===== config.mk =====
export PLATFORM = sky130hd
export DESIGN_NAME = ssd_scan_ctrl
export DESIGN_NICKNAME = d
export VERILOG_FILES = /design/src/rtl/ssd_scan_ctrl.sv
export SDC_FILE = /design/constraint.sdc
export NUM_CORES = 1
export LEC_CHECK = 0
export BUFFER_PORTS_ARGS = -buffer_cell sky130_fd_sc_hd__clkbuf_2
export CAP_MARGIN = 20
export CORE_MARGIN = 2
export CORE_UTILIZATION = 41
export DETAILED_ROUTE_END_ITERATION = 6
export PLACE_DENSITY = 0.73
export SYNTH_ARGS = -nofsm -noshare
export SYNTH_HDL_FRONTEND = slang
export SYNTH_SLANG_ARGS = --single-unit

===== constraint.sdc =====
create_clock -name clk -period 2.9 [get_ports clk]
set_clock_uncertainty 0.1 [all_clocks]
set_input_delay 0.435 -clock clk [delete_from_list [all_inputs] [get_ports clk]]
set_output_delay 0.435 -clock clk [all_outputs]
set_load 0.02 [all_outputs]

===== src/rtl/ssd_scan_ctrl.sv =====
// ssd_scan_ctrl
//   Time-multiplexed scan controller for an N-digit common-anode 7-segment
//   display. A double-buffered BCD value is shown one digit per slot. Each slot
//   opens with a blank gap (all anodes off) to stop ghosting. Optional
//   leading-zero blanking is applied. New values are swapped in only at frame
//   boundaries.
// Ports
//   clk          system clock, rising edge
//   rst          synchronous reset, active-high
//   en           1 = scanning, 0 = display dark
//   load         1-cycle strobe capturing value into the pending buffer
//   value        BCD digits, [3:0] = digit 0 (rightmost)
//   q            code for the segment decoder, 4'hF = blank
//   an           active-low anode selects, an[i] = digit i
//   frame_start  1-cycle pulse on the first cycle of slot 0
//   pending      a loaded value is waiting for the next frame
module ssd_scan_ctrl #(
  parameter int N_DIGITS     = 4,
  parameter int REFRESH_DIV  = 100000,
  parameter int BLANK_CYCLES = 1000,
  parameter int LZB          = 1
) (
  input  logic                    clk,
  input  logic                    rst,
  input  logic                    en,
  input  logic                    load,
  input  logic [4*N_DIGITS-1:0]   value,
  output logic [3:0]              q,
  output logic [N_DIGITS-1:0]     an,
  output logic                    frame_start,
  output logic                    pending
);

  localparam int CW = $clog2(REFRESH_DIV);
  localparam int IW = (N_DIGITS > 1) ? $clog2(N_DIGITS) : 1;
  localparam logic [CW-1:0] CNT_LAST  = CW'(REFRESH_DIV - 1);
  localparam logic [CW-1:0] BLANK_END = CW'(BLANK_CYCLES);
  localparam logic [IW-1:0] IDX_LAST  = IW'(N_DIGITS - 1);

  typedef enum logic {IDLE, SCAN} state_t;

  state_t                  state;
  logic [CW-1:0]           cnt, cnt_nxt;
  logic [IW-1:0]           idx, idx_nxt;
  logic                    frame_edge;
  logic [4*N_DIGITS-1:0]   shadow, shadow_nxt, pend_buf;
  logic [N_DIGITS-1:0]     blank, an_nxt;
  logic [3:0]              q_nxt;
  logic                    zero_above;

  // Outputs are registered, so everything is computed for the position the
  // scan will occupy after this edge (cnt_nxt/idx_nxt) rather than the current one.
  always_comb begin
    cnt_nxt    = '0;
    idx_nxt    = '0;
    frame_edge = 1'b0;
    if (state == IDLE) begin
      frame_edge = en;
    end else begin
      if (cnt == CNT_LAST) begin
        idx_nxt = (idx == IDX_LAST) ? '0 : idx + IW'(1);
      end else begin
        cnt_nxt = cnt + CW'(1);
        idx_nxt = idx;
      end
      frame_edge = en && (cnt == CNT_LAST) && (idx == IDX_LAST);
    end

    shadow_nxt = shadow;
    if (frame_edge) begin
      if (load)
        shadow_nxt = value;
      else if (pending)
        shadow_nxt = pend_buf;
    end

    // A digit above 0 is blanked when it and every higher digit are zero.
    blank      = '0;
    zero_above = 1'b1;
    for (int unsigned i = N_DIGITS - 1; i >= 1; i--) begin
      zero_above = zero_above && (shadow_nxt[4*i +: 4] == 4'h0);
      blank[i]   = (LZB != 0) && zero_above;
    end

    q_nxt = blank[idx_nxt] ? 4'hF : shadow_nxt[4*idx_nxt +: 4];

    an_nxt = '1;
    if (cnt_nxt >= BLANK_END)
      an_nxt[idx_nxt] = 1'b0;
  end

  always_ff @(posedge clk) begin
    if (rst) begin
      state       <= IDLE;
      cnt         <= '0;
      idx         <= '0;
      shadow      <= '0;
      pend_buf    <= '0;
      pending     <= 1'b0;
      q           <= 4'hF;
      an          <= '1;
      frame_start <= 1'b0;
    end else begin
      if (load) begin
        pend_buf <= value;
        pending  <= 1'b1;
      end else if (frame_edge) begin
        pending  <= 1'b0;
      end

      shadow <= shadow_nxt;

      if (!en) begin
        state       <= IDLE;
        cnt         <= '0;
        idx         <= '0;
        q           <= 4'hF;
        an          <= '1;
        frame_start <= 1'b0;
      end else begin
        state       <= SCAN;
        cnt         <= cnt_nxt;
        idx         <= idx_nxt;
        an          <= an_nxt;
        frame_start <= frame_edge;
        if (cnt_nxt == '0)
          q <= q_nxt;
      end
    end
  end

endmodule


==> impl_metrics.csv, run 1 <==
group,metric,value,unit
status,status,"finished, final reports clean",
hold_path,hp-class,"input port to register",
detailed_routing,dr.pass1.iters,5,
die,coreArea,8090,µm²
sta,post-route-period-util,0.966,
die,start_util,0.417,
finish,syn2layout_area_growth,17.2,%
detailed_routing,drt_iter0_markers,213,
clock_tree,clk_pin_slew,80,ps
power_and_ir_drop,p_leak,1.52,nW
yosys,syn-mean-instance-area,8.14,µm²
yosys,ys.flop_type,"dfxtp_1",
yosys,synth_fp_nets,437,
global_routing,grt.met3_usage,0.0487,
yosys,synth.mux.area_fraction,0.0685,
clock_tree,cts_max_path_buffers,2,
detailed_routing,drc,0,
critical_path,worstSetupPathType,"register to register",
detailed_routing,vias,3165,
global_routing,grt_util_met1,0.265,
detailed_routing,drt-total-wl,8730,µm
yosys,synth_top_family_by_area,"simple AND/OR/NAND/NOR gates",
yosys,synth_fa_ha_area_frac,0.00741,
clock_tree,cts_sinks,62,
sta,min_period,2800,ps
global_routing,busiest_layer,"met2",
finish,mostFrequentLayoutCells,"nor2_1 (62), dfxtp_1 (62), clkbuf_2 (30), buf_4 (24)",
critical_path,slowest_stage,"or4bb_1",
global_routing,track_usage,0.201,
yosys,synthSimpleGateAreaFrac,0.268,
sta,hold_viol,0,
placed_design,dp_hpwl,6230,µm
detailed_routing,ant_nets,0,
yosys,synth-compound-area-share,0.186,
critical_path,start_kind,"register",
critical_path,cp.required,3080,ps
power_and_ir_drop,p_comb_frac,0.101,
placed_design,port_buffers,29,
global_routing,gr-total-overflow,0,
clock_tree,cts_buffers,9,
die,die_area,8980,µm²
die,num_io_pins,30,
power_and_ir_drop,p_int,0.00155,W
finish,layout-drive-gt1-share,0.188,
power_and_ir_drop,p_sw,0.000511,W
global_routing,grt_pass1_vias,2880,
power_and_ir_drop,power_frac_seq,0.444,
hold_path,min-delay-start,"value[10]",
clock_tree,worstSkewPairLatency,350,ps
yosys,synth-async-reset-ratio,0,
critical_path,cp-end-kind,"register",
detailed_routing,wire_per_inst,15.7,µm
die,num_rows,33,
clock_tree,hold_buffers,0,
clock_tree,clock-root-buffer,"clkbuf_8",
power_and_ir_drop,swShare,0.248,
power_and_ir_drop,clock_power_share,0.455,
yosys,synth_edf_count,0,
clock_tree,ctsHtreeMaxLevel,3,
placed_design,dpl_cell_area,3650,µm²
global_routing,grt_pass1_wl,14000,µm
power_and_ir_drop,ir_worst_vdd,0.299,mV
critical_path,path_cells,"or4bb_1 -> or4_4 -> buf_4 -> nor4_1 -> o21ai_1 -> o21ai_0 -> nor3_1 -> a31oi_1",
sta,hold_slack,228,ps
critical_path,slowest_delay,610,ps
yosys,synth_area,3380,µm²
global_routing,grt_max_degree,34,
detailed_routing,vias_per_cell,5.69,
sta,tightest_slew,525,ps
power_and_ir_drop,p_per_area,520,nW/µm²
die,die_x,94.8,µm
yosys,yosysSeqAreaShare,0.368,
critical_path,cp.arrival,2980,ps
yosys,syn_inst,415,
yosys,synthXorXnorAreaFrac,0.0467,
placed_design,gp_congestion,0.941,
critical_path,startpoint,"cnt[15]",
run,drv_cap,0,
clock_tree,cts_tree,"built",
sta,relSlewSlack,0.650,
critical_path,timing.rr.start,"cnt[15]",
sta,fin_setup_tns,0,ps
die,die_height,94.8,µm
yosys,synth.distinct_cells,61,
finish,num_antenna_cells,0,
sta,finalSetupViolations,0,
yosys,synth.ff_latch_count,62,
yosys,yosys_warnings,0,
global_routing,use_met2,0.317,
global_routing,antenna_found_initial,0,
critical_path,crit_fanout,8,
sta,maxSlewViolCount,0,
sta,fmax,357,MHz
finish,final_nets,468,
finish,final_design_area_no_fill,3960,µm²
[power by group through the flow]
stage	registers [W]	clock network, W	logic [W]
after floorplan	0.000927	0	0.000140
after global placement	0.000930	0	0.000201
after detailed placement	0.000931	0	0.000205
after CTS	0.000912	0.000953	0.000206
after global routing	0.000916	0.000995	0.000227
final	0.000913	0.000936	0.000208
[critical path, delay by kind of cell (launching register included)]
family / cells / cell delay (ps)
AND/OR/NAND/NOR: 4 / 1390
AO/OA/AOI/OAI: 3 / 610
flip-flops: 1 / 420
buffers and inverters: 1 / 200
[final cells by class]
class	instances	area (µm²)
clock buffer	9	124
clock inverter	7	121
fill	800	4140
inverter	7	26.3
multi-input combinational	312	1980
sequential	62	1240
tap	105	131
timing repair buffer	54	330
[sequential cells by signal, indices dropped and copies added, names as in the netlist]
name	cells
an	4
cnt	17
frame_start	1
idx	2
pend_buf	16
pending	1
q	4
shadow	16
state	1
[layer usage]
| layer | share of wire | up-vias | wire length [µm] |
|---|---|---|---|
| li1 | - | 1559 | - |
| met2 | 0.47 | 132 | 4070 |
| met3 | 0.075 | 15 | 653 |
| met5 | 0 | - | 0 |
| met1 | 0.44 | 1459 | 3850 |
| met4 | 0.018 | 0 | 159 |
[worst paths after layout]
kind | end | slack (ps) | cells past startpoint
worst max-delay path | q[1] | 100 | 8
worst min-delay path | pend_buf[10] | 230 | 3
worst max register to register | q[1] | 100 | 8
worst min register to register | cnt[0] | 370 | 1
[metrics by stage]
stage	util	std cells	setup WS, ps	power, W
2_1_floorplan	-	415	223	0.00107
3_3_place_gp	0.451	536	218	0.00113
3_5_place_dp	0.451	536	152	0.00114
4_1_cts	0.481	552	91.0	0.00207
5_1_grt	0.489	556	-4.39	0.00214
6_report	0.489	556	98.9	0.00206
[Yosys cell counts, drive strengths merged (2+ instances only)]
cell     count  area share
nor2        64       0.072
dfxtp       62        0.37
clkbuf      25       0.028
o21ai       24       0.040
mux2i       22       0.065
nand2       22       0.024
nand3       21       0.031
nor3        15       0.024
a21oi       12       0.018
o22ai       10       0.019
xor2        10       0.026
buf          9       0.020
a211oi       8       0.018
a31oi        8       0.015
and3         8       0.015
xnor2        8       0.021
inv          7      0.0078
nand2b       7       0.013
nor2b        7       0.013
or3          7       0.013
nand4        6       0.013
nor4         5       0.011
o221ai       4       0.012
a2bb2oi      3      0.0078
and2         3      0.0056
nor3b        3      0.0067
o211ai       3      0.0067
a211o        2      0.0052
a21boi       2      0.0044
a222oi       2      0.0059
a22o         2      0.0052
a311oi       2      0.0052
ha           2      0.0074
nand3b       2      0.0044
nand4b       2      0.0052
or4          2      0.0067
[logic make-up (layout without fill, tap and decap cells)]
kind of cell | Yosys count | after routing
simple gates | 178 | 178
compound gates | 91 | 91
flops | 62 | 62
buf+inv | 41 | 77
mux | 23 | 23
xor+xnor | 18 | 18
fa+ha+maj | 2 | 2
[timing repair]
action | CTS | global route
gates resized for setup | 0 | 6
setup buffers | 0 | 4
setup endpoints to repair | 0 | 4
Note: power is estimated with default switching activity, not from simulation.
==> run 2, diff against run 1 <==
--- a/config.mk
+++ b/config.mk
@@ -8,9 +8,9 @@
 export BUFFER_PORTS_ARGS = -buffer_cell sky130_fd_sc_hd__clkbuf_2
 export CAP_MARGIN = 20
 export CORE_MARGIN = 2
-export CORE_UTILIZATION = 41
+export CORE_UTILIZATION = 54
 export DETAILED_ROUTE_END_ITERATION = 6
-export PLACE_DENSITY = 0.73
+export PLACE_DENSITY = 0.88
 export SYNTH_ARGS = -nofsm -noshare
 export SYNTH_HDL_FRONTEND = slang
 export SYNTH_SLANG_ARGS = --single-unit
==> run 2 against run 1 <==
Against the previous run:
- die area is 23% lower
- power fell by 11%
- count of clock-buffer cells in the layout did not move
- sequential power hardly changed
- routed wire length fell by 2.6%
- setup slack lost 32 ps
- worst hold slack got worse by 3.9 ps
- first-iteration DRC count is 75% higher
- cell count decreased by 6.7%
- core utilization is 15 points higher
- critical path type unchanged
- largest power group is now registers
==> impl_metrics.csv, run 2 (same netlist as run 1, synthesis figures left out) <==
group,metric,value,unit
placed_design,port_buffers,29,
clock_tree,clock-root-buffer,"clkbuf_8",
clock_tree,cts_sinks,62,
global_routing,track_usage,0.241,
critical_path,worstSetupPathType,"register to register",
power_and_ir_drop,p_int,0.00130,W
detailed_routing,drt_iter0_markers,373,
die,die_x,83.1,µm
die,die_area,6900,µm²
status,status,"finished, final reports clean",
die,num_io_pins,30,
clock_tree,cts_buffers,9,
hold_path,min-delay-start,"value[10]",
sta,fin_setup_tns,0,ps
sta,post-route-period-util,0.977,
die,num_rows,28,
finish,num_antenna_cells,0,
global_routing,grt_pass1_wl,13500,µm
detailed_routing,drt-total-wl,8500,µm
clock_tree,clk_pin_slew,80,ps
detailed_routing,wire_per_inst,16.4,µm
sta,relSlewSlack,0.437,
finish,final_design_area_no_fill,3810,µm²
power_and_ir_drop,p_comb_frac,0.110,
placed_design,dpl_cell_area,3570,µm²
critical_path,r2r_cells,8,
critical_path,startpoint,"cnt[5]",
finish,mostFrequentLayoutCells,"nor2_1 (62), dfxtp_1 (62), clkbuf_2 (29), mux2i_1 (22), nand2_1 (22)",
critical_path,cp.arrival,2970,ps
placed_design,gp_congestion,0.899,
power_and_ir_drop,p_sw,0.000541,W
power_and_ir_drop,p_per_area,482,nW/µm²
placed_design,dp_hpwl,5720,µm
critical_path,cp.required,3040,ps
sta,maxSlewViolCount,0,
finish,fillCellCount,474,
critical_path,timing.rr.start,"cnt[5]",
hold_path,hold_end,"pend_buf[10]",
sta,finalSetupViolations,0,
sta,hold_slack,224,ps
detailed_routing,drc,0,
die,coreArea,5990,µm²
run,drv_cap,0,
power_and_ir_drop,ir_worst_vdd,0.498,mV
global_routing,grt_pass1_vias,2869,
critical_path,crit_fanout,12,
hold_path,hp-class,"input port to register",
power_and_ir_drop,p_leak,1.47,nW
critical_path,cp-end-kind,"register",
finish,syn2layout_area_growth,12.9,%
critical_path,reg2reg_to,"q[3]",
detailed_routing,ant_nets,0,
placed_design,dp_slack,151,ps
die,die_height,83.1,µm
global_routing,antenna_found_initial,0,
sta,tightest_slew,843,ps
finish,largest_reg_flops,17,
clock_tree,cts_tree,"built",
die,start_util,0.564,
clock_tree,cts_max_path_buffers,2,
finish,top_register,"cnt",
finish,final_nets,461,
detailed_routing,vias,3240,
finish,multi_input_area,2000,µm²
clock_tree,hold_buffers,0,
finish,layout-drive-gt1-share,0.178,
finish,register_area,1240,µm²
detailed_routing,dr.pass1.iters,6,
sta,min_period,2830,ps
sta,setup_ws,67.3,ps
power_and_ir_drop,clock_power_share,0.393,
power_and_ir_drop,power_frac_seq,0.497,
clock_tree,worstSkewPairLatency,360,ps
sta,fmax,353,MHz
critical_path,reg2reg_slack,70,ps
finish,top_regs,"cnt x17, pend_buf x16, shadow x16",
sta,hold_viol,0,
power_and_ir_drop,swShare,0.294,
critical_path,start_kind,"register",
hold_path,min_delay_path_depth,3,
global_routing,gr-total-overflow,0,
clock_tree,ctsHtreeMaxLevel,3,
global_routing,grt_max_degree,34,
detailed_routing,vias_per_cell,6.24,
## run 2: critical path, cell delays in order (launching register included)
cell	delay (ps)
dfxtp_1	330
or4_4	570
nor4_2	380
buf_4	260
nor3b_1	70
o21ai_1	430
o221ai_1	250
a211oi_1	220
a31oi_1	110
## run 2: stage by stage
step	total power [W]	cells	utilization
6_report	0.00184	519	0.636
2_1_floorplan	0.00107	415	-
5_1_grt	0.00191	519	0.636
4_1_cts	0.00184	516	0.627
3_5_place_dp	0.00113	500	0.595
3_3_place_gp	0.00112	500	0.595
## run 2: worst max path at each step
stage,to,slack [ps],cells after the start
finish,q[3],70,8
global route,q[3],-30,8
CTS,q[1],140,7
detailed placement,q[1],150,7
global placement,q[1],200,7
floorplan,q[1],220,9
## run 2: repair_timing
item | in CTS | in global routing
buffers inserted | 0 | 1
endpoints found under the setup margin | 0 | 4
gates resized for setup | 0 | 7
## run 2: layout make-up
class                   count  share of cell area
multi-input cells         314               0.524
flip-flops and latches     62               0.326
repair buffers             45              0.0696
clock buffers               9              0.0325
well taps                  75              0.0246
clock inverters             7              0.0164
inverters                   7             0.00689
## run 2: power groups by stage
stage                     combinational [W]  sequential [W]  clock [W]
after floorplan                    0.000140        0.000927          0
after global placement             0.000189        0.000932          0
after detailed placement           0.000195        0.000933          0
after CTS                          0.000196        0.000913   0.000736
after global routing               0.000222        0.000918   0.000772
final                              0.000202        0.000914   0.000723
## run 2: per-layer routing
metal  share of wire  track usage  vias up
li1                -            -     1560
met1            0.42        0.316     1474
met2            0.47        0.368      179
met3           0.089       0.0845       27
met4           0.023       0.0849        0
met5               0            0        -
